## src/rtl/soc_pkg.sv

```systemverilog
// ----------------------------------------------------------------------------
// soc_pkg
//   Shared SoC-wide definitions used by the stream blocks.
//   DATA_WIDTH : default payload width of a stream word
//   data_t     : payload type carried on every stream channel
// ----------------------------------------------------------------------------
package soc_pkg;

    localparam int DATA_WIDTH = 8;

    typedef logic [DATA_WIDTH-1:0] data_t;

endpackage

```

## src/rtl/rr_arbiter.sv

```systemverilog
// ----------------------------------------------------------------------------
// rr_arbiter
//   Purely combinational rotating-priority arbiter. The search starts at ptr
//   in round-robin mode, or at index 0 in fixed-priority mode, and wraps from
//   NUM_CH-1 back to 0. The first asserted request found wins.
//
//   Ports
//     req         : per-channel request vector
//     ptr         : round-robin start index (ignored when mode = 1)
//     mode        : 0 = round-robin, 1 = fixed priority (lowest index wins)
//     grant       : one-hot grant, all-zero when nothing is requested
//     grant_idx   : binary index of the granted channel (0 when none)
//     grant_valid : high when some channel was granted
// ----------------------------------------------------------------------------
module rr_arbiter #(
    parameter  int NUM_CH = 4,
    localparam int IDX_W  = $clog2(NUM_CH)
) (
    input  logic [NUM_CH-1:0] req,
    input  logic [IDX_W-1:0]  ptr,
    input  logic              mode,
    output logic [NUM_CH-1:0] grant,
    output logic [IDX_W-1:0]  grant_idx,
    output logic              grant_valid
);

    logic [IDX_W-1:0] start;
    int               cand;

    // Walk the channels in priority order starting at 'start'; once a winner
    // is latched into grant_valid, later candidates are ignored so the grant
    // stays one-hot.
    always_comb begin
        grant       = '0;
        grant_idx   = '0;
        grant_valid = 1'b0;
        cand        = 0;
        start       = mode ? '0 : ptr;
        for (int k = 0; k < NUM_CH; k++) begin
            cand = int'(start) + k;
            if (cand >= NUM_CH) begin
                cand = cand - NUM_CH;
            end
            if (!grant_valid && req[cand]) begin
                grant_valid = 1'b1;
                grant_idx   = IDX_W'(cand);
                grant[cand] = 1'b1;
            end
        end
    end

endmodule

```

## src/rtl/rr_stream_mux.sv

```systemverilog
// ----------------------------------------------------------------------------
// rr_stream_mux
//   Merges NUM_CH valid/ready input streams into one registered output stream.
//   Arbitration is round-robin or fixed priority (selectable per cycle); the
//   output register accepts a new word whenever it is empty or being drained,
//   giving one word per cycle with a single cycle of latency.
//
//   Ports
//     clk        : clock, all state changes on the rising edge
//     rst        : synchronous active-high reset
//     mode       : 0 = round-robin, 1 = fixed priority
//     in_valid   : per-channel request
//     in_data    : per-channel payload
//     in_ready   : per-channel accept (one-hot at the granted channel)
//     out_valid  : output register holds a word
//     out_data   : registered payload
//     out_ch     : source channel index of out_data
//     out_ready  : downstream accept
// ----------------------------------------------------------------------------
module rr_stream_mux
    import soc_pkg::*;
#(
    parameter  int NUM_CH     = 4,
    parameter  int DATA_WIDTH = soc_pkg::DATA_WIDTH,
    localparam int IDX_W      = $clog2(NUM_CH)
) (
    input  logic                  clk,
    input  logic                  rst,
    input  logic                  mode,
    input  logic [NUM_CH-1:0]     in_valid,
    input  data_t [NUM_CH-1:0]    in_data,
    output logic [NUM_CH-1:0]     in_ready,
    output logic                  out_valid,
    output logic [DATA_WIDTH-1:0] out_data,
    output logic [IDX_W-1:0]      out_ch,
    input  logic                  out_ready
);

    logic                  outValid_q, outValid_d;
    logic [DATA_WIDTH-1:0] outData_q,  outData_d;
    logic [IDX_W-1:0]      outCh_q,    outCh_d;
    logic [IDX_W-1:0]      rrPtr_q,    rrPtr_d;

    logic                  loadEn;
    logic                  fire;
    logic [NUM_CH-1:0]     grant;
    logic [IDX_W-1:0]      grantIdx;
    logic                  grantValid;

    rr_arbiter #(
        .NUM_CH (NUM_CH)
    ) u_arbiter (
        .req         (in_valid),
        .ptr         (rrPtr_q),
        .mode        (mode),
        .grant       (grant),
        .grant_idx   (grantIdx),
        .grant_valid (grantValid)
    );

    // The register can take a word when it is empty or its current word
    // leaves this cycle. Reset masks every accept so nothing is consumed
    // upstream while the register is being cleared.
    assign loadEn   = !outValid_q || out_ready;
    assign fire     = loadEn && grantValid && !rst;
    assign in_ready = fire ? grant : '0;

    // A new grant reloads the register (also covering the drain-and-reload
    // case without a bubble); a drain with no grant just drops valid and
    // leaves the stale payload in place. The pointer only advances on
    // round-robin grants so fixed-priority traffic leaves it untouched.
    always_comb begin
        outValid_d = outValid_q;
        outData_d  = outData_q;
        outCh_d    = outCh_q;
        rrPtr_d    = rrPtr_q;
        if (fire) begin
            outValid_d = 1'b1;
            outData_d  = in_data[grantIdx];
            outCh_d    = grantIdx;
            if (!mode) begin
                rrPtr_d = (grantIdx == IDX_W'(NUM_CH - 1)) ? '0 : grantIdx + 1'b1;
            end
        end else if (outValid_q && out_ready) begin
            outValid_d = 1'b0;
        end
    end

    // Output register and round-robin pointer; reset discards any held word.
    always_ff @(posedge clk) begin
        if (rst) begin
            outValid_q <= 1'b0;
            outData_q  <= '0;
            outCh_q    <= '0;
            rrPtr_q    <= '0;
        end else begin
            outValid_q <= outValid_d;
            outData_q  <= outData_d;
            outCh_q    <= outCh_d;
            rrPtr_q    <= rrPtr_d;
        end
    end

    assign out_valid = outValid_q;
    assign out_data  = outData_q;
    assign out_ch    = outCh_q;

endmodule

```

## config.mk

```make
export PLATFORM = sky130hd
export DESIGN_NAME = rr_stream_mux
export DESIGN_NICKNAME = d
export VERILOG_FILES = /design/src/rtl/soc_pkg.sv /design/src/rtl/rr_arbiter.sv /design/src/rtl/rr_stream_mux.sv
export SDC_FILE = /design/constraint.sdc
export NUM_CORES = 1
export LEC_CHECK = 0
export CORE_MARGIN = 3
export CORE_UTILIZATION = 43
export DETAILED_ROUTE_END_ITERATION = 8
export PLACE_DENSITY = 0.81
export SKIP_CTS_REPAIR_TIMING = 1
export SYNTH_ARGS = -nofsm -noshare
export SYNTH_HDL_FRONTEND = slang
export SYNTH_SLANG_ARGS = --single-unit
```

## constraint.sdc

```tcl
create_clock -name clk -period 2.12 [get_ports clk]
set_input_delay 0.424 -clock clk [delete_from_list [all_inputs] [get_ports clk]]
set_output_delay 0.424 -clock clk [all_outputs]
set_load 0.02 [all_outputs]
```

-- Yosys cells after proc, flatten, opt, wreduce, memory -nomap -nowiden
Cells that the tools add are included.
- output and inout port bits: 15
- word-level logic and storage cells: 91
- bits of input ports: 40
- bits in registers: 13
- equal/unequal tests: 1
- reductions and logical operators: 18
- bitwise gates (word level): 4
- multiplexer cells: 43
- add/sub/neg operators: 8
- $lt $le $gt $ge: 13
- operators with widths (kind ; number):
    32-bit by 1-bit >= comparator with 1-bit output (second input constant) ; 4
    32-bit by 4-bit less-than comparator with 1-bit output (second input constant) ; 4
    32-bit two-way mux ; 4
    32-bit by 4-bit >= comparator with 1-bit output (second input constant) ; 3
    32-bit by 4-bit subtractor with 32-bit output (second input constant) ; 3
    4-bit two-way mux ; 5
    1-bit two-way mux ; 18
    8-bit binary-select mux with 2-bit select ; 1
    2-bit two-way mux ; 6
    4-bit OR ; 3
    1-bit logical AND ; 10
    1-bit binary-select mux with 2-bit select ; 4
    1-bit demux with 2-bit select ; 4
    8-bit two-way mux ; 1
    2-bit by 2-bit adder with 3-bit output (second input constant) ; 2
    1-bit logical NOT ; 5
    2-bit by 3-bit subtractor with 4-bit output (second input constant) ; 1
    2-bit by 1-bit adder with 3-bit output (second input constant) ; 1
    2-bit by 3-bit >= comparator with 1-bit output (second input constant) ; 1
    2-bit by 3-bit less-than comparator with 1-bit output (second input constant) ; 1
    2-bit by 1-bit adder with 2-bit output (second input constant) ; 1
    2-bit == test (second input constant) ; 1
    2-bit AND reduction ; 1
    2-bit nonzero test ; 1
    2 further kinds ; 2

-- Depth between registers and ports, before layout
- word-level depth: 19
- depth in mapped cells: 10
- gate-level depth less buffers: 6

-- Cells and area by module
A second synthesis with hierarchy kept.
- cell total of the unflattened synthesis: 133
- area total of the unflattened synthesis: 1152.4 sq um
- modules (own cells, without submodules) (module ; times used ; area each (sq um) ; cells each):
    rr_stream_mux ; 1 ; 739.5 ; 75
    rr_arbiter ; 1 ; 412.9 ; 58

-- Worst setup path after synthesis
No wires, ideal clock.
- path type: input -> output
- from: input port in_valid[0]
- to: output port in_ready[1]
- arrival: 2012 ps
- cell stages on the path: 8
- buffers on the path: 2
- required time: 1696 ps
- path slack: -316 ps
- path through: buf_2 -> and2_1 -> a2111oi_2 -> nand3_1 -> a32o_1 -> buf_6 -> a21o_1 -> nor2_1
- longest elaborated chain between the ends: 16
- ends and longest elaborated chain (what ; line ; RTL):
    start, declared ; rr_stream_mux.sv:30 ; input logic [NUM_CH-1:0] in_valid,
    1-bit binary-select mux with 2-bit select ; rr_arbiter.sv:44 ; if (!grant_valid && req[cand]) begin
    1-bit two-way mux (not written as such) (2 in series) ; rr_arbiter.sv:44 ;
    1-bit two-way mux ; rr_arbiter.sv:44 ;
    1-bit logical NOT ; rr_arbiter.sv:44 ;
    1-bit logical AND ; rr_arbiter.sv:44 ;
    1-bit two-way mux ; rr_arbiter.sv:44 ;
    1-bit logical NOT ; rr_arbiter.sv:44 ;
    1-bit logical AND ; rr_arbiter.sv:44 ;
    1-bit two-way mux ; rr_arbiter.sv:44 ;
    1-bit logical NOT ; rr_arbiter.sv:44 ;
    1-bit logical AND ; rr_arbiter.sv:44 ;
    1-bit two-way mux ; rr_arbiter.sv:44 ;
    1-bit logical AND (2 in series) ; rr_stream_mux.sv:65 ; assign fire = loadEn && grantValid && !rst;
    4-bit two-way mux * ; rr_stream_mux.sv:66 ; assign in_ready = fire ? grant : '0;
    end, declared ; rr_stream_mux.sv:32 ; output logic [NUM_CH-1:0] in_ready,
Mark *: on every way between the ends. The rest lies on a longest branch, timed or not. The select of a mux whose other input is x is not followed.

-- Worst setup path after layout
- from: register rrPtr_q[0]
- to: output port in_ready[1]
- longest elaborated chain between the ends: 19
- ends and longest elaborated chain (what ; line ; RTL):
    start, declared ; rr_stream_mux.sv:42 ; logic [IDX_W-1:0] rrPtr_q, rrPtr_d;
    start signal, assigned ; rr_stream_mux.sv:100 ; rrPtr_q <= rrPtr_d;
    2-bit two-way mux * ; rr_arbiter.sv:38 ; start = mode ? '0 : ptr;
    branches (longest 17 deep; another with 32-bit by 4-bit subtractor with 32-bit output) ; - ;
    4-bit two-way mux * ; rr_stream_mux.sv:66 ;
Every way passes the cells marked *. The select of a mux whose other input is x is not followed.

==> reports/results.ini <==
[detailed_routing]
vias=2541
drt_iter0_drc=299
routedWlPerCell_um=20.2
antenna_left=0
totalWireLength_mm=7.91
drcViolationCount=0
dr.pass1.iters=5
via_per_inst=6.48

[yosys]
synth-seq-area-share_pct=15.1
ys_seq_elements=13
netlist_area_mm2=0.00173
synth_edf_count=0
synthFlopType=dfxtp_1
synth_top_cell_by_area=dfxtp_1
yosysWarnings=0
synth_top_cells_by_area=dfxtp_1 (15%), nor2_1 (7.2%), a2111o_1 (5.2%), nor3_1 (4.9%), a21oi_1 (4.6%)
synth.distinct_cells=52
syn_nets=270
async_flop_share_pct=0
synth.top_cell.area_share_pct=15.1
syn_area_per_cell_um2=7.52
syn-instance-count=230

[floorplan]
core_mm2=0.00377
dieHeight_um=69.4
initial_utilization_pct=45.9
ios=55
row_count=22
fp.dieW_um=69.4
dieArea_mm2=0.00482

[job]
cap_violations=0

[sta]
drv_slew=0
rsz0062_at_grt=true
fin_crit_sh_pct=119
clock_skew_ns=0.00403
max-slew-margin-rel_pct=68.1
hold_violations=0
fin_hold_ws_ns=0.494
setup_viol=15
tightest_slew_ns=0.477
worst_slack_ns=-0.412
period_needed_ns=2.53
max_freq_ghz=0.395

[power]
p_switching_uw=554
p_clk_share_pct=16.4
ir_drop_mv=0.222
netSwitchingFraction_pct=39.1
power.leakage_uw=0.00118
p_seq_share_pct=21.6
p_int_uw=862
p_per_area_mw_per_mm2=461
pwr-share-comb_pct=62.0

[clock_network]
htree_levels=1
clockRootBuffer=clkbuf_8
clock_latency_ns=0.25
clockBufferDepth=2
cts_made_buffers=3
cts.clk_slew.worst_paths_ns=0.06
cts_tree=yes
clock-sinks=13

[placement]
dpl_cell_area_mm2=0.00273
port_buffers=54
gp_congestion=0.893
post-dp-hpwl_mm=5.01

[finish]
n_antenna_cell=0
fin_nets=385
final_area_mm2=0.00307
layout_common_cells=buf_4 (67), clkdlybuf4s50_1 (45), nor2_1 (30), nor3_1 (17), a21oi_1 (13)
drive_above_1_share_pct=39.0
mostFrequentLayoutCell=buf_4
area_growth_pct=77.6

[global_route]
grt_first_pass_wirelength_mm=11.0
grt_max_degree=24
antenna_found_initial=0
grt_pass1_vias=2302
overflow=0
track_usage_pct=27.3

[critical_path]
crit_fanout=7
worst-endpoint-arrival_ns=2.11
worstSetupStartpointType=flop
critPathCaptureType=primary output
reg2reg_depth=9
required_ns=1.70
worstSetupPathType=flop to primary output

[run_status]
violations=negative setup slack
status=finished, violations left

[worst_hold_path]
hold_depth=2
hp-class=flop to flop

kinds of logic (layout without fill, tap and decap cells):
logic type | count (synthesis) | count (layout) | synth area share [%]
AND/OR/NAND/NOR | 111 | 111 | 36.3
AO/OA/AOI/OAI | 75 | 75 | 37.3
buffers and inverters | 29 | 143 | 9.91
flip-flops | 13 | 13 | 15.1
XOR/XNOR | 1 | 1 | 0.507
multiplexers | 1 | 1 | 0.868
flip-flops by register name (all words and copies together), names as in the netlist:
signal and flops:
out_data 8, out_ch 2, rrPtr_q 2, out_valid 1
metal layers:
layer | global-route usage (%) | up-vias | wire (um)
li1 | - | 1139 | -
met1 | 36.0 | 1188 | 3140
met2 | 44.7 | 174 | 3760
met3 | 4.35 | 40 | 684
met4 | 9.54 | 0 | 324
met5 | 0 | - | 0
worst max-delay path, cell delays in order (launching register included):
cell and delay [ns]:
dfxtp_4 0.37, buf_6 0.13, o21ba_4 0.20, o22a_4 0.22, a2111oi_4 0.38, nor3_2 0.11, a21o_1 0.24, nor2_4 0.10
buf_6 0.12
stage by stage:
stage                     TNS, ns  util (%)  instances  total power (uW)  setup slack [ns]
after floorplan            -0.192         -        230               716            -0.112
after global placement     -12.21      72.4        371              1020             -1.08
after detailed placement   -13.19      72.4        371              1040             -1.17
after CTS                  -10.17      73.6        375              1270             -1.18
after global routing        -3.78      81.5        392              1480            -0.458
final                       -2.83      81.5        392              1420            -0.412
final cells by class:
| class | count | area [um^2] |
|---|---|---|
| multi-input cells | 188 | 1480 |
| repair buffers | 134 | 1200 |
| fillers | 215 | 699 |
| flip-flops and latches | 13 | 268 |
| well taps | 48 | 60.1 |
| clock buffers | 4 | 45.0 |
| inverters | 5 | 18.8 |
worst paths after layout:
check        startpoint     endpoint  slack, ns
max          rrPtr_q[0]  in_ready[1]      -0.41
min           out_ch[1]    out_ch[1]       0.49
max reg2reg  rrPtr_q[1]   rrPtr_q[0]      -0.17
min reg2reg   out_ch[1]    out_ch[1]       0.49
cells in the mapped netlist, types with 2 or more instances:
cell        n
a2111o_1    8
a2111oi_2   2
a211o_1     2
a211oi_1    8
a21oi_1    16
a311oi_1    2
a32oi_1     2
and2_1      4
buf_2      11
buf_6       6
clkbuf_1    6
dfxtp_1    13
inv_1       5
nand2_1     9
nand3_1    13
nand4_1     2
nor2_1     33
nor2b_1     4
nor3_1     17
nor3b_1     3
nor4bb_1    8
o21ai_1     5
o311ai_0    8
o32ai_1     8
or3_1       8
power by group through the flow:
stage / Combinational [uW] / Clock, uW / Sequential, uW
2_1_floorplan: 389 / 0 / 327
3_3_place_gp: 715 / 0 / 307
3_5_place_dp: 733 / 0 / 306
4_1_cts: 736 / 232 / 301
5_1_grt: 926 / 244 / 308
6_report: 879 / 232 / 305
(Power assumes the default switching activity.)
